## config.mk

```make
export PLATFORM = sky130hd
export DESIGN_NAME = edge_event_arbiter
export DESIGN_NICKNAME = d
export VERILOG_FILES = /design/src/rtl/edge_event_arbiter.sv
export SDC_FILE = /design/constraint.sdc
export NUM_CORES = 1
export LEC_CHECK = 0
export ABC_AREA = 1
export BUFFER_PORTS_ARGS = -buffer_cell sky130_fd_sc_hd__buf_2
export CAP_MARGIN = 0
export CORE_ASPECT_RATIO = 1.25
export CORE_MARGIN = 3
export CORE_UTILIZATION = 45
export CTS_CLUSTER_DIAMETER = 30
export CTS_CLUSTER_SIZE = 10
export DETAILED_ROUTE_END_ITERATION = 10
export GPL_TIMING_DRIVEN = 1
export HOLD_SLACK_MARGIN = 0.1
export MAX_ROUTING_LAYER = met4
export PLACE_DENSITY = 0.7
export SETUP_SLACK_MARGIN = 0.05
export SYNTH_ARGS = -nofsm -noshare
export SYNTH_HDL_FRONTEND = slang
export SYNTH_SLANG_ARGS = --single-unit
```

## constraint.sdc

```tcl
create_clock -name clk -period 2.5 [get_ports clk]
set_clock_uncertainty 0.2 [all_clocks]
set_input_delay 0.5 -clock clk [delete_from_list [all_inputs] [get_ports clk]]
set_output_delay 0.5 -clock clk [all_outputs]
set_load 0.05 [all_outputs]
```

## src/rtl/edge_event_arbiter.sv

```systemverilog
// -----------------------------------------------------------------------------
// edge_event_arbiter
//
// Purpose: detects rising edges on NCH level inputs. Each edge becomes a
// pending event. Pending events are presented one at a time on a
// valid/ready output, in round-robin order. An edge that arrives while its
// channel already has an unconsumed pending event is discarded, and the
// channel's sticky overflow flag is set.
//
// Optional feature (macro EDGE_ARB_DROP_CNT_EN): adds the drop_cnt output,
// a saturating 8-bit count of all discarded events.
//
// Ports:
//   clk        in   single clock, rising edge
//   reset      in   asynchronous, active-high reset
//   level      in   NCH per-channel level inputs, synchronous to clk
//   evt_valid  out  an event is presented on evt_id
//   evt_ready  in   consumer accepts the event (evt_valid && evt_ready)
//   evt_id     out  channel index of the presented event
//   ovf        out  sticky per-channel dropped-event flags
//   ovf_clr    in   one-cycle pulse that clears ovf (and drop_cnt)
//   state_o    out  per-channel detector states, channel 0 in [1:0]
//   drop_cnt   out  [EDGE_ARB_DROP_CNT_EN only] saturating drop total
//
// Detector states:
//   state | meaning
//   ZERO  | level seen low (or post-reset)
//   EDGE  | first cycle high; emits a one-cycle tick
//   ONE   | level still high; no further ticks
// -----------------------------------------------------------------------------
module edge_event_arbiter #(
    parameter int NCH = 4,
    parameter int IDW = $clog2(NCH)
) (
    input  logic             clk,
    input  logic             reset,
    input  logic [NCH-1:0]   level,
    output logic             evt_valid,
    input  logic             evt_ready,
    output logic [IDW-1:0]   evt_id,
    output logic [NCH-1:0]   ovf,
    input  logic             ovf_clr,
    output logic [2*NCH-1:0] state_o
`ifdef EDGE_ARB_DROP_CNT_EN
    ,
    output logic [7:0]       drop_cnt
`endif
);

    typedef enum logic [1:0] {
        ZERO = 2'd0,
        EDGE = 2'd1,
        ONE  = 2'd2
    } det_state_t;

    logic [NCH-1:0]   w_tick;
    logic [NCH-1:0]   r_pend;
    logic             r_evt_valid;
    logic [IDW-1:0]   r_evt_id;
    logic [IDW-1:0]   r_ptr;
    logic [NCH-1:0]   r_ovf;

    logic             w_load;
    logic [2*NCH-1:0] w_pend2;
    logic [NCH-1:0]   w_rot;
    logic             w_found;
    logic [IDW-1:0]   w_off;
    logic [IDW:0]     w_sum;
    logic [IDW-1:0]   w_sel;
    logic [IDW-1:0]   w_ptr_nxt;
    logic [NCH-1:0]   w_clr;
    logic [NCH-1:0]   w_drop;

    // Per-channel Moore edge detectors.
    for (genvar g = 0; g < NCH; g++) begin : g_det
        det_state_t r_state;

        always_ff @(posedge clk or posedge reset) begin
            if (reset) begin
                r_state <= ZERO;
            end else begin
                case (r_state)
                    ZERO:    if (level[g]) r_state <= EDGE;
                    EDGE:    r_state <= level[g] ? ONE : ZERO;
                    ONE:     if (!level[g]) r_state <= ZERO;
                    default: r_state <= ZERO;
                endcase
            end
        end

        assign w_tick[g]          = (r_state == EDGE);
        assign state_o[2*g +: 2]  = r_state;
    end

    // The output register may take a new event when it is empty or the
    // current one is being accepted at this edge.
    assign w_load = !r_evt_valid || evt_ready;

    // Round-robin search: rotate pend so the pointer channel sits at bit 0,
    // find the lowest set bit, then map the offset back to a channel index.
    always_comb begin
        w_pend2 = {r_pend, r_pend} >> r_ptr;
        w_rot   = w_pend2[NCH-1:0];
        w_found = 1'b0;
        w_off   = '0;
        for (int i = NCH - 1; i >= 0; i--) begin
            if (w_rot[i]) begin
                w_found = 1'b1;
                w_off   = IDW'(i);
            end
        end
        w_sum = {1'b0, r_ptr} + {1'b0, w_off};
        if (w_sum >= (IDW+1)'(NCH)) begin
            w_sum = w_sum - (IDW+1)'(NCH);
        end
        w_sel     = w_sum[IDW-1:0];
        w_ptr_nxt = (w_sel == IDW'(NCH - 1)) ? '0 : w_sel + IDW'(1);
    end

    assign w_clr  = (w_load && w_found) ? (NCH'(1) << w_sel) : '0;
    // A tick is lost only if its pend bit survives this edge.
    assign w_drop = w_tick & r_pend & ~w_clr;

    always_ff @(posedge clk or posedge reset) begin
        if (reset) begin
            r_pend      <= '0;
            r_evt_valid <= 1'b0;
            r_evt_id    <= '0;
            r_ptr       <= '0;
            r_ovf       <= '0;
        end else begin
            r_pend <= (r_pend & ~w_clr) | w_tick;
            // Clear first, then OR in drops, so a drop in the clear cycle wins.
            r_ovf  <= (ovf_clr ? '0 : r_ovf) | w_drop;
            if (w_load) begin
                r_evt_valid <= w_found;
                if (w_found) begin
                    r_evt_id <= w_sel;
                    r_ptr    <= w_ptr_nxt;
                end
            end
        end
    end

    assign evt_valid = r_evt_valid;
    assign evt_id    = r_evt_id;
    assign ovf       = r_ovf;

`ifdef EDGE_ARB_DROP_CNT_EN
    logic [7:0] r_drop_cnt;
    logic [3:0] w_drop_num;
    logic [8:0] w_cnt_sum;

    always_comb begin
        w_drop_num = '0;
        for (int i = 0; i < NCH; i++) begin
            w_drop_num = w_drop_num + {3'b000, w_drop[i]};
        end
        w_cnt_sum = {1'b0, (ovf_clr ? 8'd0 : r_drop_cnt)} + {5'b00000, w_drop_num};
    end

    always_ff @(posedge clk or posedge reset) begin
        if (reset) begin
            r_drop_cnt <= '0;
        end else begin
            r_drop_cnt <= w_cnt_sum[8] ? 8'hFF : w_cnt_sum[7:0];
        end
    end

    assign drop_cnt = r_drop_cnt;
`endif

endmodule

```

Yosys cells after proc, flatten, opt, wreduce, memory -nomap -nowiden
Cells that the tools add are included.
{ "word_totals": {"reg_bits": 21, "out_inout_bits": 15, "inputBits": 8, "word_cells": 78} }
{ "classes": {"n_addsub": 3, "bitwise_logic": 6, "eq_ne": 17, "mux": 28, "reduce_logical": 12, "n_lt_le_gt_ge": 1, "n_shift": 2} }
{ "op_table": {"columns": ["operator", "n"], "rows": [
  ["2-to-1 mux 2 bit", 18],
  ["one-hot mux 2 bit (3 select lines)", 4],
  ["!= test 2 bit, second input constant", 8],
  ["AND 4 bit", 3],
  ["equality test 2 bit, second input constant", 5],
  ["AND reduction 2 bit", 5],
  ["equality test 2 x 1 -> 1 bit, second input constant", 4],
  ["logical NOT 2 bit", 4],
  ["2-to-1 mux 4 bit", 2],
  ["OR 4 bit", 2],
  ["right shift 8 x 2 -> 4 bit", 1],
  ["2-to-1 mux 1 bit", 4],
  ["inverter 4 bit", 1],
  ["<< shifter 1 x 2 -> 4 bit, first input constant", 1],
  ["adder 2 x 2 -> 3 bit", 1],
  ["greater-or-equal comparator 3 bit, second input constant", 1],
  ["adder 2 x 1 -> 2 bit, second input constant", 1],
  ["subtractor 2 x 1 -> 2 bit, second input constant", 1],
  ["logical AND 1 bit", 1],
  ["logical NOT 1 bit", 1],
  ["logical OR 1 bit", 1]
]} }

Depth between registers and ports, before layout
{ "logic_depth": {"ltp_word": 13, "ltp_mapped": 15, "depth_no_buf": 15} }

Worst setup path before layout
Ideal clock, no wire load.
{ "synth_timing": {"kind": "register to register", "startpoint": "register r_ptr[0]", "endpoint": "register r_ptr[1]", "t_arrival_ns": 1.862, "path_stages_with_launch": 15, "period_less_slack_ns": 2.190, "path_slack_ns": 0.310, "t_required_ns": 2.172, "cell_sequence": "dfrtp_1 > inv_2 > nand2_1 > nand3_1 > nand2_1 > nand3_1 > a21boi_0 > ha_1 > xor2_1 > inv_1 > nand3_1 > nand2_2 > ha_1 > nand2_1 > o21ai_0"} }
{ "synth_between": {"elab_chain_len": 10} }
{ "synth_lines": {"columns": ["element", "line", "source"], "rows": [
  ["start, declared", "60", "logic [IDW-1:0] r_ptr;"],
  ["start signal, assigned", "139", "r_ptr <= w_ptr_nxt;"],
  ["right shift 8 x 2 -> 4 bit", "102", "w_pend2 = {r_pend, r_pend} >> r_ptr;"],
  ["2-to-1 mux 2 bit (4 in a row)", "107", "if (w_rot[i]) begin"],
  ["adder 2 x 2 -> 3 bit (*)", "112", "w_sum = {1'b0, r_ptr} + {1'b0, w_off};"],
  ["greater-or-equal comparator 3 bit / subtractor 2 x 1 -> 2 bit (equally long branches)", "113, 114", null],
  ["2-to-1 mux 2 bit (*)", "113", "if (w_sum >= (IDW+1)'(NCH)) begin"],
  ["adder 2 x 1 -> 2 bit / equality test 2 bit (equally long branches)", "117", "w_ptr_nxt = (w_sel == IDW'(NCH - 1)) ? '0 : w_sel + IDW'(1);"],
  ["2-to-1 mux 2 bit (*)", "117", null],
  ["via w_ptr_nxt[1]", "70", "logic [IDW-1:0] w_ptr_nxt;"]
]} }
Mark *: on every way through the listed nets, which the timed path passes. The rest lies on a longest branch.
A chain may end at the register's enable or synchronous reset.

Final worst setup path
{ "layout_timing": {"startpoint": "register r_ptr[1]", "endpoint": "register r_ptr[1]"} }
Same word-level chain as after synthesis.

==> key figures <==
Drt
  • DR DRC count: 0
  • Wire per inst: between 10 and 15 um
  • Routed vias/inst: 4.61
  • ANT nets after route: 0
  • Vias: between 900 and 1k
  • Drt initial violations: 27
  • Routed WL: 2020 um
  • Pre-antenna DRT Iters: 4

Clock network
  • Sink Count: 21
  • Clock slew at reported path FFs: roughly 0.11 ns
  • Root buffer cell: clkbuf_4
  • Worst skew pair latency: 0.30 ns
  • Clock Path Buffers: 2
  • CTS tree: done
  • Hold_buf cts: 0
  • Total CTS buffers: 3
  • CTS H-Tree Depth: 1

Critical path
  • WP data required: 2.49 ns
  • Critical Path End Type: flop
  • Crit Path Category: reg -> reg
  • CP Launch Type: flop
  • Worst EP arrival: 2.28 ns
  • Crit-path max FO: 6

Floorplan
  • Number of primary I/O pins: 23
  • Die extent in x: between 40 and 50 um
  • Initial core utilization: approximately 50%
  • Die Height: about 60 um
  • Cell Rows: 18
  • Total core area: 2090 um2
  • Die area: 2940 um2

Global route
  • Remaining Overflow, GRT: 0
  • All-layer global routing usage: 15.3%
  • Vias in the first global route: around 810
  • Initial antenna violation count: 0
  • Largest net degree at the start of global routing: 22
  • First-pass GRT wire length: 3400 um

Placed design
  • Port bufs: 22
  • Detailed Place HPWL: 1570 um
  • GPL Wtd Cong: 0.845
  • DP Area: 1190 um2

STA
  • RSZ-0062 raised after global routing: no
  • Fin crit share: 91.5%
  • Max-Slew Margin vs Limit: 48.9%
  • Fin crit period: between 2 and 2.5 ns
  • Max frequency: 437 MHz
  • Worst slew pin tran: ~0.77 ns
  • Final Hold Viols: 0
  • Setup TNS: 0 ns
  • Max Slew Vio Count: 0
  • Final setup fails: 0

Synthesis
  • Mapped Cells: 139
  • Syn Nets: ~150
  • Post-Syn Area per Cell: between 7 and 8 um2
  • Synth top area cells: dfrtp_1 50%, nand2_1 17%, inv_1 7.2%
  • Yosys top cell by area: dfrtp_1
  • Mapped Area: 1040 um2
  • Number of synthesized register bits: 21
  • Yosys cell types: 16
  • Synth Warn #: 0
  • Area share of the largest cell type after synthesis: 50.4%
  • Sequential area share after synthesis: 50.4%

Pwr
  • PwrDens: 1390 nW/um2
  • Leak Pwr: between 0.7 and 0.8 nW
  • Max IR drop VDD: 0.659 mV

Job
  • Maxcap violations: 0

Hold path
  • Min-Delay Path Class: in -> async

Layout
  • Final net count: 178
  • Fraction of layout cells with a size suffix above 1: approximately 25%
  • Layout area overhead: 18.9%
  • Antenna cells: 0
  • Fillers: 206
  • Final instance area: ~1200 um2

Status
  • Outcome: complete, no violations
## power breakdown
part           switching (W)  internal [W]
clock              0.0000991     0.0000622
combinational       0.000689      0.000339
sequential         0.0000947      0.000447
total               0.000883      0.000848
## flip-flops by register name, indices dropped and copies added, names as in the netlist
signal,flops
r_ptr,2
evt_id,2
g_det.r_state,8
r_pend,4
evt_valid,1
ovf,4
## layer usage
layer  wire length (um)  part of all wire [%]  track usage, %
met1                900                    45            17.6
met2               1010                    50            26.8
met3                 71                   3.5            1.50
met4                 39                   1.9            7.32
met5                  0                     0               -
## cell usage after synthesis (all sizes together)
cell type,count
a21boi,1
a21oi,4
o21ai,7
dfrtp,21
ha,2
nand3,13
nor2,16
nand2,50
xor2,1
inv,24
## cell families after synthesis
| logic type | Yosys count | share of synthesized area (%) |
|---|---|---|
| AO/OA/AOI/OAI | 12 | 6.35 |
| AND/OR/NAND/NOR | 79 | 31.4 |
| adder cells (fa/ha/maj) | 2 | 2.40 |
| buffers and inverters | 24 | 8.63 |
| flip-flops | 21 | 50.4 |
| XOR/XNOR | 1 | 0.839 |
## through the flow
step           hold WS [ns]  util [%]  power (W)  worst slack, ns  cells
3_5_place_dp          0.260      56.9    0.00149            0.132    191
3_3_place_gp          0.258      56.9    0.00147            0.185    191
2_1_floorplan         0.277         -    0.00130            0.310    139
4_1_cts               0.146      58.1    0.00166           0.0969    195
5_1_grt               0.167      59.3    0.00189           0.0440    197
6_report              0.113      59.3    0.00173            0.212    197
## cell type report
class | count | area [um2] | area share [%]
clock buffers | 4 | 26.3 | 2.12
repair buffers | 24 | 125 | 10.1
multi-input cells | 94 | 435 | 35.1
flip-flops and latches | 21 | 527 | 42.4
inverters | 24 | 90.1 | 7.26
well taps | 30 | 37.5 | 3.02
## cell usage in the layout (no fill, tap or decap)
master and n:
dfrtp_2 1, buf_4 2, nand3_1 12, a21boi_1 1, clkbuf_1 1, nor2_2 1, o21ai_0 5, nor2_1 15
inv_1 20, nand2_1 46, clkbuf_4 3, a21oi_1 4, nand2_2 4, dfrtp_1 20, ha_2 2, inv_2 4
o21ai_1 1, xor2_1 1, buf_2 22, o21ai_2 1, nand3_2 1
## worst paths after layout
kind | startpoint | to | slack [ns] | depth (start not counted)
worst max register to register | r_ptr[1] | r_ptr[1] | 0.21 | 13
worst min register to register | ovf[0] | ovf[0] | 0.28 | 2
min in group clk | level[2] | g_det[2].r_state[0] | 0.20 | 3
max in group asynchronous | reset | r_ptr[0] | 1.46 | 2
worst max-delay path | r_ptr[1] | r_ptr[1] | 0.21 | 13
worst min-delay path | reset | g_det[0].r_state[1] | 0.11 | 2
## worst max-delay path, stage by stage, from the launching register on
cell,delay (ns)
dfrtp_1,0.48
inv_2,0.13
nand3_1,0.10
nand2_2,0.08
nand3_1,0.07
a21boi_1,0.13
ha_2,0.19
xor2_1,0.18
inv_1,0.07
nand3_1,0.09
nand2_2,0.06
ha_2,0.27
nand2_1,0.06
o21ai_0,0.07
## timing repair
| action | 4_1_cts | 5_1_grt |
|---|---|---|
| setup endpoints to repair | 0 | 4 |
| resized for setup | 0 | 5 |
| setup buffers | 0 | 2 |
Power figures use the tool's default switching activity.
